===== src/rtl/shiftreg_pkg.sv =====
// Types and constants shared by the shift-register link transmitter and receiver.
package shiftreg_pkg;

    localparam int SHIFTREG_WIDTH = 4;

    typedef enum logic [1:0] {
        RX_IDLE   = 2'd0,
        RX_SHIFT  = 2'd1,
        RX_PARITY = 2'd2
    } rx_state_e;

endpackage


===== src/rtl/shiftreg_rx_if.sv =====
// Serial line plus word handshake between the shift-register receiver and its
// line driver / consumer.
interface shiftreg_rx_if
    import shiftreg_pkg::*;
#(
    parameter int WIDTH = SHIFTREG_WIDTH
) ();

    logic             enable;
    logic             sync;
    logic             serial_in;
    logic [WIDTH-1:0] data_out;
    logic             data_valid;
    logic             data_ready;
    logic             overrun;
    logic             parity_err;

    modport master (
        output enable, sync, serial_in, data_ready,
        input  data_out, data_valid, overrun, parity_err
    );

    modport slave (
        input  enable, sync, serial_in, data_ready,
        output data_out, data_valid, overrun, parity_err
    );

endinterface


===== src/rtl/shiftreg_rx_shifter.sv =====
// MSB-first shift register with a saturating bit counter; word_o presents the
// word as it will look once the bit currently on bit_in is taken (or the held word when full).
module shiftreg_rx_shifter
    import shiftreg_pkg::*;
#(
    parameter int WIDTH = SHIFTREG_WIDTH,
    localparam int CW   = $clog2(WIDTH + 1)
) (
    input  logic             clk,
    input  logic             reset,
    input  logic             load,
    input  logic             shift,
    input  logic             bit_in,
    output logic [WIDTH-1:0] word_o,
    output logic             last_o,
    output logic             full_o
);

    logic [WIDTH-1:0] shreg_q, shreg_d;
    logic [CW-1:0]    cnt_q, cnt_d;

    always_comb begin
        shreg_d = shreg_q;
        cnt_d   = cnt_q;
        if (load) begin
            shreg_d = {{(WIDTH-1){1'b0}}, bit_in};
            cnt_d   = CW'(1);
        end else if (shift) begin
            shreg_d = {shreg_q[WIDTH-2:0], bit_in};
            cnt_d   = cnt_q + CW'(1);
        end
    end

    assign last_o = (cnt_q == CW'(WIDTH - 1));
    assign full_o = (cnt_q == CW'(WIDTH));
    assign word_o = full_o ? shreg_q : {shreg_q[WIDTH-2:0], bit_in};

    // Data register carries no reset; only the counter is control state.
    always_ff @(posedge clk) begin
        shreg_q <= shreg_d;
    end

    always_ff @(posedge clk or posedge reset) begin
        if (reset) begin
            cnt_q <= '0;
        end else begin
            cnt_q <= cnt_d;
        end
    end

endmodule


===== src/rtl/shiftreg_rx.sv =====
// Serial-in parallel-out receiver: frame FSM, word delivery with valid/ready
// handshake and sticky overrun. Optional even parity bit via SHIFTREG_RX_PARITY_EN.
module shiftreg_rx
    import shiftreg_pkg::*;
#(
    parameter int WIDTH = SHIFTREG_WIDTH
) (
    input  logic          clk,
    input  logic          reset,
    shiftreg_rx_if.slave  bus
);

    rx_state_e        state_q, state_d;
    logic [WIDTH-1:0] data_out_q, data_out_d;
    logic             data_valid_q, data_valid_d;
    logic             overrun_q, overrun_d;
    logic             parity_err_q, parity_err_d;

    logic             sh_load, sh_shift, sh_last, sh_full;
    logic             deliver, word_perr;
    logic [WIDTH-1:0] sh_word;

    shiftreg_rx_shifter #(.WIDTH(WIDTH)) u_shifter (
        .clk    (clk),
        .reset  (reset),
        .load   (sh_load),
        .shift  (sh_shift),
        .bit_in (bus.serial_in),
        .word_o (sh_word),
        .last_o (sh_last),
        .full_o (sh_full)
    );

    always_comb begin
        state_d   = state_q;
        sh_load   = 1'b0;
        sh_shift  = 1'b0;
        deliver   = 1'b0;
        word_perr = 1'b0;
        if (bus.enable) begin
            if (bus.sync) begin
                sh_load = 1'b1;
                state_d = RX_SHIFT;
            end else begin
                case (state_q)
                    RX_SHIFT: begin
                        sh_shift = !sh_full;
                        if (sh_last) begin
`ifdef SHIFTREG_RX_PARITY_EN
                            state_d = RX_PARITY;
`else
                            deliver = 1'b1;
                            state_d = RX_IDLE;
`endif
                        end
                    end
`ifdef SHIFTREG_RX_PARITY_EN
                    RX_PARITY: begin
                        // Counter is full here, so sh_word is the held data word.
                        deliver   = 1'b1;
                        word_perr = (^sh_word) ^ bus.serial_in;
                        state_d   = RX_IDLE;
                    end
`endif
                    default: ;
                endcase
            end
        end
    end

    always_comb begin
        data_out_d   = data_out_q;
        data_valid_d = data_valid_q;
        overrun_d    = overrun_q;
        parity_err_d = parity_err_q;
        if (deliver && (!data_valid_q || bus.data_ready)) begin
            data_out_d   = sh_word;
            parity_err_d = word_perr;
            data_valid_d = 1'b1;
        end else begin
            if (deliver) begin
                overrun_d = 1'b1;
            end
            if (bus.data_ready) begin
                data_valid_d = 1'b0;
            end
        end
    end

    always_ff @(posedge clk or posedge reset) begin
        if (reset) begin
            state_q      <= RX_IDLE;
            data_out_q   <= '0;
            data_valid_q <= 1'b0;
            overrun_q    <= 1'b0;
            parity_err_q <= 1'b0;
        end else begin
            state_q      <= state_d;
            data_out_q   <= data_out_d;
            data_valid_q <= data_valid_d;
            overrun_q    <= overrun_d;
            parity_err_q <= parity_err_d;
        end
    end

    assign bus.data_out   = data_out_q;
    assign bus.data_valid = data_valid_q;
    assign bus.overrun    = overrun_q;
    assign bus.parity_err = parity_err_q;

endmodule


===== src/flat_wrapper.sv =====
// flat-port wrapper written by rule: the top's interface ports become plain ports
module shiftreg_rx_flat import shiftreg_pkg::*;
#(
    parameter int WIDTH = SHIFTREG_WIDTH
)
  (clk, reset, bus_enable, bus_sync, bus_serial_in, bus_data_ready, bus_data_out, bus_data_valid, bus_overrun, bus_parity_err);
  shiftreg_rx_if #(.WIDTH(WIDTH)) bus_i ();
  input  logic clk;
  input  logic reset;
  input wire logic [$bits(bus_i.enable)-1:0] bus_enable;
  input wire logic [$bits(bus_i.sync)-1:0] bus_sync;
  input wire logic [$bits(bus_i.serial_in)-1:0] bus_serial_in;
  input wire logic [$bits(bus_i.data_ready)-1:0] bus_data_ready;
  output wire logic [$bits(bus_i.data_out)-1:0] bus_data_out;
  output wire logic [$bits(bus_i.data_valid)-1:0] bus_data_valid;
  output wire logic [$bits(bus_i.overrun)-1:0] bus_overrun;
  output wire logic [$bits(bus_i.parity_err)-1:0] bus_parity_err;
  assign bus_i.enable = bus_enable;
  assign bus_i.sync = bus_sync;
  assign bus_i.serial_in = bus_serial_in;
  assign bus_i.data_ready = bus_data_ready;
  assign bus_data_out = bus_i.data_out;
  assign bus_data_valid = bus_i.data_valid;
  assign bus_overrun = bus_i.overrun;
  assign bus_parity_err = bus_i.parity_err;
  shiftreg_rx #(.WIDTH(WIDTH)) u_core (.clk(clk), .reset(reset), .bus(bus_i));
endmodule

===== config.mk =====
export PLATFORM = sky130hd
export DESIGN_NAME = shiftreg_rx_flat
export DESIGN_NICKNAME = d
export VERILOG_FILES = /design/src/rtl/shiftreg_pkg.sv /design/src/rtl/shiftreg_rx_if.sv /design/src/rtl/shiftreg_rx_shifter.sv /design/src/rtl/shiftreg_rx.sv /design/src/flat_wrapper.sv
export SDC_FILE = /design/constraint.sdc
export NUM_CORES = 1
export LEC_CHECK = 0
export CAP_MARGIN = 20
export CORE_ASPECT_RATIO = 1.5
export CORE_MARGIN = 1.5
export CORE_UTILIZATION = 40
export CTS_CLUSTER_SIZE = 40
export DETAILED_ROUTE_END_ITERATION = 16
export DONT_BUFFER_PORTS = 1
export GPL_ROUTABILITY_DRIVEN = 0
export PLACE_DENSITY = 0.57
export RECOVER_POWER = 50
export SLEW_MARGIN = 20
export SYNTH_ARGS = -nofsm -noshare
export SYNTH_HDL_FRONTEND = slang
export SYNTH_SLANG_ARGS = --single-unit

===== constraint.sdc =====
create_clock -name clk -period 3.15 [get_ports clk]
set_clock_uncertainty 0.15 [all_clocks]
set_input_delay 0.63 -clock clk [delete_from_list [all_inputs] [get_ports clk]]
set_output_delay 0.63 -clock clk [all_outputs]
set_load 0.1 [all_outputs]

==> Yosys cells after proc, flatten, opt, wreduce, memory -nomap -nowiden <==
Cells that the tools add are included.
{ "classes": {"n_addsub": 1, "eq_ne": 3, "mux": 19, "bitwise_logic": 1, "reduce_logical": 10} }
{ "op_table": {"columns": ["cell", "count"], "rows": [
  ["$mux W1", 13],
  ["$reduce_bool A2 Y1", 4],
  ["$mux W2", 3],
  ["$mux W3", 2],
  ["$mux W4", 1],
  ["$add A3 B1 Y3 const B", 1],
  ["$eq A3 B2 Y1 const B", 1],
  ["$eq A3 B3 Y1 const B", 1],
  ["$reduce_and A3 Y1", 1],
  ["$eq A2 B1 Y1 const B", 1],
  ["$logic_not A1 Y1", 2],
  ["$reduce_and A2 Y1", 1],
  ["$logic_and A1 B1 Y1", 1],
  ["$logic_or A1 B1 Y1", 1],
  ["$not A1 Y1", 1]
]} }
{ "totals": {"regBits": 15, "inputBits": 6, "out_inout_bits": 7, "elab_cells": 41} }

==> Logic depth before layout (Yosys ltp) <==
Gate-level depths: netlist (run 1).
{ "depth": {"word_depth": 8, "depth_mapped": 6, "depth_no_buf": 5} }

==> Modules after synthesis <==
From an unflattened synthesis (run 1), not the netlist that was laid out.
{ "hier_totals": {"cells_unflattened": 57, "area_unflattened_um2": 680.7} }
{ "by_module_without_submodules": {"columns": ["module", "instances", "cells_per_inst", "area_per_inst_um2", "seq_area_each_um2"], "rows": [
  ["shiftreg_rx_shifter", 1, 34, 367.9, 165.2],
  ["shiftreg_rx", 1, 23, 312.8, 175.2]
]} }

==> Worst setup path after synthesis (run 1) <==
OpenSTA, ideal clock, no wires.
{ "synth_path": {"path_kind": "flip-flop to flip-flop", "startpoint": "reg u_core.data_valid_q (netlist: u_core.bus.data_valid)", "endpoint": "reg u_core.data_out_q[2] (netlist: u_core.bus.data_out[2])", "setup_time_ps": 128, "arrival_ps": 1555, "t_required_ps": 2872, "path_slack_ps": 1317, "stages_incl_launch_ff": 4, "n_path_buf": 0, "period_less_slack_ps": 1833, "cell_sequence": "dfrtp_1 -> nand2b_1 -> nor2b_4 -> mux2_1"} }
{ "synth_between": {"elab_chain_len": 3} }
{ "synth_lines": {"columns": ["element", "line", "text"], "rows": [
  ["from (decl)", "shiftreg_rx.sv:15", "logic data_valid_q, data_valid_d;"],
  ["from (signal assigned)", "shiftreg_rx.sv:100", "data_valid_q <= data_valid_d;"],
  ["$logic_not A1 Y1", "shiftreg_rx.sv:76", "if (deliver && (!data_valid_q || bus.data_ready)) begin"],
  ["$logic_or A1 B1 Y1", "shiftreg_rx.sv:76", null],
  ["$logic_and A1 B1 Y1", "shiftreg_rx.sv:76", null],
  ["to (signal assigned)", "shiftreg_rx.sv:99", "data_out_q <= data_out_d;"],
  ["to (decl)", "shiftreg_rx.sv:14", "logic [WIDTH-1:0] data_out_q, data_out_d;"]
]} }
Every way passes these cells.
A chain may end at the register's enable or synchronous reset.

==> Final worst setup path (run 1) <==
{ "layout_path": {"startpoint": "reg u_core.data_valid_q (netlist: u_core.bus.data_valid)", "endpoint": "out bus_data_valid"} }
{ "layout_lines": {"columns": ["element", "line", "text"], "rows": [
  ["to (decl)", "flat_wrapper.sv:15", "output wire logic [$bits(bus_i.data_valid)-1:0] bus_data_valid;"]
]} }
No word-level cell between the ends.

==> results of run 1 <==
[final timing paths]
kind / from / depth (start not counted) / slack, ns / end
setup / recovery: u_core.bus.data_valid / 1 / 0.87 / bus_data_valid
hold / removal: reset / 1 / 0.04 / u_core.bus.overrun
setup reg to reg: u_core.bus.data_valid / 4 / 0.92 / u_core.bus.data_out[2]
hold reg to reg: u_core.u_shifter.shreg_q[3] / 2 / 0.35 / u_core.u_shifter.shreg_q[3]
max in group asynchronous: reset / 1 / 2.53 / u_core.bus.data_out[2]
min in group clk: bus_serial_in / 0 / 0.29 / u_core.u_shifter.shreg_q[0]
[through the flow]
step | setup slack, ns | hold slack [ns] | utilization
after floorplan | 1.32 | 0.315 | -
after global placement | 1.25 | 0.326 | 0.430
after detailed placement | 1.23 | 0.336 | 0.430
after CTS | 1.12 | 0.0539 | 0.449
after global routing | 0.798 | 0.0718 | 0.439
final | 0.870 | 0.0443 | 0.439
[cells in the final DEF, fill, tap and decap left out]
cell,instances
clkbuf_1,1
nor2b_4,1
clkbuf_4,3
ha_1,3
edfxtp_1,1
and2_1,1
o211a_1,1
clkbuf_8,1
nand2_1,3
a22o_1,1
nand2b_1,5
o221ai_1,2
mux2_4,4
o311ai_2,3
nor2b_1,1
conb_1,1
mux2i_1,2
nand4_1,5
dfrtp_1,10
mux2_1,2
or2_2,2
inv_1,7
o21a_1,1
and2b_4,1
or2b_1,1
nand4b_1,2
o21bai_1,1
dfxtp_1,3
[cell families (layout without fill, tap and decap cells)]
group	count (synthesis)	count (layout)
AO/OA/AOI/OAI	9	9
adder cells (fa/ha/maj)	3	3
buffers and inverters	12	12
flip-flops	14	14
multiplexers	8	8
other	1	1
AND/OR/NAND/NOR	22	22
[state kept, by name (all words and copies together), names as in the netlist]
register	cells
u_core.bus.data_out	4
u_core.u_shifter.shreg_q	4
u_core.u_shifter.cnt_q	3
u_core.bus.data_valid	1
u_core.bus.overrun	1
u_core.state_q	1
[cell type report]
type / count / area [um2] / share of cell area
timing repair buffer: 1 / 3.75 / 0.00455
tap: 21 / 26.3 / 0.0319
sequential: 14 / 340 / 0.413
clock buffer: 4 / 36.3 / 0.0440
inverter: 7 / 26.3 / 0.0319
multi-input combinational: 43 / 392 / 0.475
[routing by layer]
layer	wire length, um	part of all wire	vias up	track usage
met5	0	0	-	0
met4	36	0.028	0	0.0887
met3	40	0.031	4	0.0421
met2	673	0.52	11	0.239
met1	545	0.42	232	0.148
li1	-	-	243	-
[power groups by stage]
stage                     combinational (mW)  sequential (mW)  clock (mW)
after global placement                 0.272            0.507           0
final                                  0.264            0.500       0.131
after CTS                              0.279            0.505       0.136
after detailed placement               0.277            0.509           0
after global routing                   0.300            0.515       0.145
after floorplan                        0.228            0.518           0
==> impl_results.md, run 1 <==
- H-tree depth: 1
- GR Overflow Total: 0
- Initial drt markers: 7
- Vias in the first global route: 551
- Sequential power share: 0.559
- Clock group share of total power: 0.146
- Critical Path, Cell by Cell: clkbuf_1
- Top FF cell, synth: dfrtp_1
- WP data required: 2.37 ns
- Fmax: 439 MHz
- Slowest cell on crit path: clkbuf_1
- Register area share after synthesis: 0.420
- RSZ-0062 raised after global routing: false
- Post-route minimum period: 2.28 ns
- Placement Rows: 19
- Tot Pwr: 0.896 mW
- Synth Area in Compound Gates: 0.123
- Cts bufs inserted: 3
- Int Pwr: 0.448 mW
- Area delta synth->final: 1.70%
- Synth Area in Adders: 0.0463
- Sw Share: 0.500
- DP Cell Count: 86
- Cts hold-fix bufs: 0
- Crit-path max FO: 2
- Net Count, Synth: 78
- Logic gate share of total power: 0.295
- Yosys top cell by area: dfrtp_1
- N_diodes: 0
- Final-report hold violation count: 0
- Initial Utilization: 0.432
- Initial antenna violation count: 0
- Share of layout cells above drive strength 1: 0.217
- Tcrit/Tclk final: 0.724
- Post-DR vias/cell: 5.44
- Synth Area in XOR/XNOR: 0
- Tightest Pin Transition: 1.20 ns
- Number of distinct library cells after synthesis: 29
- Post-DP HPWL: 1.02 mm
- Critical path class: reg -> out
- Setup violators final: 0
- Port Buffer Count: 0
- EDFF count, synth: 1
- Dominant cells by area after synthesis: dfrtp_1, dfxtp_1, mux2_4
- Worst Path Buf+Inv: 1
- GRT Overall Usage: 0.143
- Core ar.: 1880 um2
- Detailed Routing Iterations Pass 1: 2
- Simple logic cell fraction of the synthesized area: 0.201
- Clock Sinks: 14
- Area of the mapped netlist: 811 um2
- Post-synth top cells: dfrtp_1, inv_1, nand2b_1, nand4_1, mux2_4
- CP top delay family: buffers and inverters
- WL/cell: 14.4 um
- Maximum vdd drop: 0.396 mV
- Setup TNS: 0 ns
- Maxcap violations: 0
- Final net count: 79
- Post-Place Cell Area: 807 um2
- Count leader, synth: dfrtp_1
- Switching power total: 0.448 mW
- Post-CTS setup buffer count: 0
- Clk_lat worst skew: 0.28 ns
- Layout Cells excl Fill: 90
- Leakage: 0.378 nW
- Layout fillers: 190
- Syn Inst Count: 69
- Die W: 39.8 um
- CTS tree: yes
- DRC violations left: 0
- Root Driver: clkbuf_4
- Status: complete, no violations
- Post-route ant nets: 0
- Synth top area share: 0.309
- Synthesized flop and latch total: 14
- Largest buffer count on any clock path: 2
- Crit end category: output port
- Slew Limit Headroom: 0.203
- Max-slew violation count: 0
- Main combinational cell family by area after synthesis: simple AND/OR/NAND/NOR gates
- Finished layout cell area: 825 um2
- Die height: 58.1 um
- WL final: 1.30 mm
- Yosys warning total: 0
- Clk pin slew, worst setup/hold paths: 0.09 ns
- Crit path arrival time: 1.50 ns
- Die area: 2310 um2
- Post_cts resized: 0
- Cell Pwr Density: 1090 nW/um2
- Largest net degree at the start of global routing: 17
- Post-synthesis async set-or-reset flop share: 0.714
- Avg Cell Area, Syn: 11.8 um2
- Top Ports: 13
- Global-route wire length before repair: 2.23 mm
- Worst Hold Class: in -> async
- Multiplexer share of the synthesized area: 0.127
- CP startpoint kind: flip-flop
- CP peak stage delay: 0.88 ns
- Via count: 490
Power figures use the tool's default switching activity.
==> inputs of run 2 (changes only) <==
==> constraint.sdc (replaced) <==
create_clock -name clk -period 2.3 [get_ports clk]
set_clock_uncertainty 0.15 [all_clocks]
set_input_delay 0.46 -clock clk [delete_from_list [all_inputs] [get_ports clk]]
set_output_delay 0.46 -clock clk [all_outputs]
set_load 0.1 [all_outputs]
==> run 2 against run 1 <==
Largest cell class unchanged. Clock-buffer cell count stayed put. Flip-flop and latch count unchanged. Critical path type is now reg -> reg. Worst setup slack got worse by 0.53 ns. Wire length shrank 1.9%. Clock power grew 34%. Worst hold slack improved by 0.084 ns. Highest routed layer unchanged. Utilization increased by 1.0 points. Global-route usage decreased by 1.8 points.
==> impl_results.md, run 2 (synthesis results as in run 1) <==
- Status: complete, no violations
- Tot Pwr: 1.23 mW (+37%)
- DRC violations left: 0 (unchanged)
- Vias in the first global route: 466 (-15%)
- H-tree depth: 1 (unchanged)
- WL final: 1.27 mm (-1.9%)
- N_diodes: 0 (unchanged)
- Final-report hold violation count: 0 (unchanged)
- GRT Max-Usage Layer: met2
- Layout Cells excl Fill: 92 (+2.2%)
- Post_cts resized: 0 (unchanged)
- DP Cell Count: 87 (+1.2%)
- Final net count: 81 (+2.5%)
- Via count: 488 (-0.41%)
- Initial antenna violation count: 0 (unchanged)
- Post-route ant nets: 0 (unchanged)
- Clk_lat worst skew: 0.27 ns (about the same)
- Crit-path max FO: 11 (+9)
- Placement Rows: 19 (unchanged)
- CP startpoint kind: flip-flop
- Critical path class: reg -> reg
- Post-DP HPWL: 995 um (-2.6%)
- Clk pin slew, worst setup/hold paths: 0.09 ns (about the same)
- Setup WS pre-CTS: 0.346 ns (-0.879 ns)
- Global Route met2 Usage: 0.192 (-0.0468)
- Hold path startpoint: bus_serial_in
- Leakage: 0.390 nW (+3.4%)
- Global-route wire length before repair: 1.99 mm (-11%)
- Top Ports: 13 (unchanged)
- Share of layout cells above drive strength 1: 0.239 (+0.0220)
- Largest net degree at the start of global routing: 17 (unchanged)
- Setup violators final: 0 (unchanged)
- WL/cell: 13.8 um (-4.1%)
- Area delta synth->final: 4.01%
- Met1 usage: 0.156 (+0.00818)
- Port Buffer Count: 0 (unchanged)
- Worst Hold Class: in -> reg
- Cts bufs inserted: 3 (unchanged)
- GRT Overall Usage: 0.125 (-0.0183)
- Fmax: 510 MHz
- CTS tree: yes
- Largest buffer count on any clock path: 2 (unchanged)
- Initial drt markers: 5 (-2)
- Crit path arrival time: 1.81 ns (+0.31 ns)
- GR Overflow Total: 0 (unchanged)
- Crit end category: flip-flop
- Post-CTS setup buffer count: 0 (unchanged)
- Max-slew violation count: 0 (unchanged)
- Commonest non-fill, non-tap cells in the layout: dfrtp_1, inv_1, nand2b_1, nand4_1, mux2_4
- GR Layer Usage met3: 0.0345 (-0.00766)
- Tcrit/Tclk final: 0.852
- RSZ-0062 raised after global routing: false
- Post-route minimum period: 1.96 ns
- Maxcap violations: 0 (unchanged)
- Cell Pwr Density: 1460 nW/um2 (+34%)
- RR Startpoint: u_core.u_shifter.cnt_q[0]
- Post-DR vias/cell: 5.30 (-2.6%)
- Die W: 39.8 um (unchanged)
- Commonest non-fill, non-tap cell in the layout: dfrtp_1
- Final core utilization: 0.449 (+0.00999)
- Die area: 2310 um2 (unchanged)
- Setup TNS: 0 ns (unchanged)
- Die height: 58.1 um (unchanged)
- Detailed Routing Iterations Pass 1: 4 (+2)
- Maximum vdd drop: 0.513 mV (+30%)
- Initial Utilization: 0.432 (unchanged)
- Core ar.: 1880 um2 (unchanged)
- Slew Limit Headroom: 0.399 (+0.196)
- Clock Sinks: 14 (unchanged)
- Root Driver: clkbuf_4
- Tightest Pin Transition: 0.902 ns (-0.293 ns)
- CP startpoint: u_core.u_shifter.cnt_q[0]
- WP data required: 2.15 ns (-0.22 ns)
- Setup ws final: 0.340 ns (-0.530 ns)
[run 2: cell count changes in the layout (fill, tap and decap cells not counted)]
cell           previous run  this run
buf_4                     0         1
dlygate4sd3_1             0         1
clkbuf_1                  1         0
clkbuf_2                  0         1
[run 2: worst max-delay path, stage by stage (launching register included)]
cell and delay (ns):
dfrtp_1 0.40, inv_1 0.06, ha_1 0.19, nand2_1 0.33, and2_1 0.39, o21a_1 0.16
[run 2: where the power goes]
| part | total (mW) | leakage (nW) | switching [mW] | internal, mW |
|---|---|---|---|---|
| sequential | 0.640 | 0.158 | 0.297 | 0.343 |
| combinational | 0.413 | 0.211 | 0.231 | 0.182 |
| clock | 0.176 | 0.0210 | 0.0797 | 0.0961 |
| total | 1.23 | 0.390 | 0.607 | 0.621 |
[run 2: path summary, 6_finish.rpt]
| path | endpoint | slack (ns) | cells past startpoint |
|---|---|---|---|
| hold / removal | u_core.u_shifter.shreg_q[0] | 0.13 | 0 |
| setup reg to reg | u_core.u_shifter.shreg_q[0] | 0.34 | 5 |
| hold reg to reg | u_core.u_shifter.shreg_q[3] | 0.35 | 2 |
| setup / recovery | u_core.u_shifter.shreg_q[0] | 0.34 | 5 |
| min in group asynchronous | u_core.bus.data_valid | 0.44 | 2 |
| max in group asynchronous | u_core.bus.data_out[0] | 1.29 | 2 |
[run 2: repair_timing]
item                                    in CTS  in global routing
endpoints found under the setup margin       0                  0
hold endpoints to repair                    10                  0
hold buffers                                 1                  0
[run 2: stage by stage]
stage               area [um2]  hold WS (ns)
floorplan                  811         0.150
global placement           815         0.207
detailed placement         815         0.203
CTS                        861         0.123
global route               843         0.108
finish                     843         0.129
[run 2: layout make-up]
type | instances | area [um2]
Fill cell | 181 | 1030
Multi-Input combinational cell | 43 | 392
Sequential cell | 14 | 340
Clock buffer | 4 | 36.3
Inverter | 7 | 26.3
Tap cell | 21 | 26.3
Timing Repair Buffer | 3 | 22.5
[run 2: metal layers]
layer	vias to the layer above	part of all wire	routed length, um
li1	248	-	-
met1	229	0.47	592
met2	9	0.48	611
met3	2	0.039	49
met4	0	0.014	18
met5	-	0	0
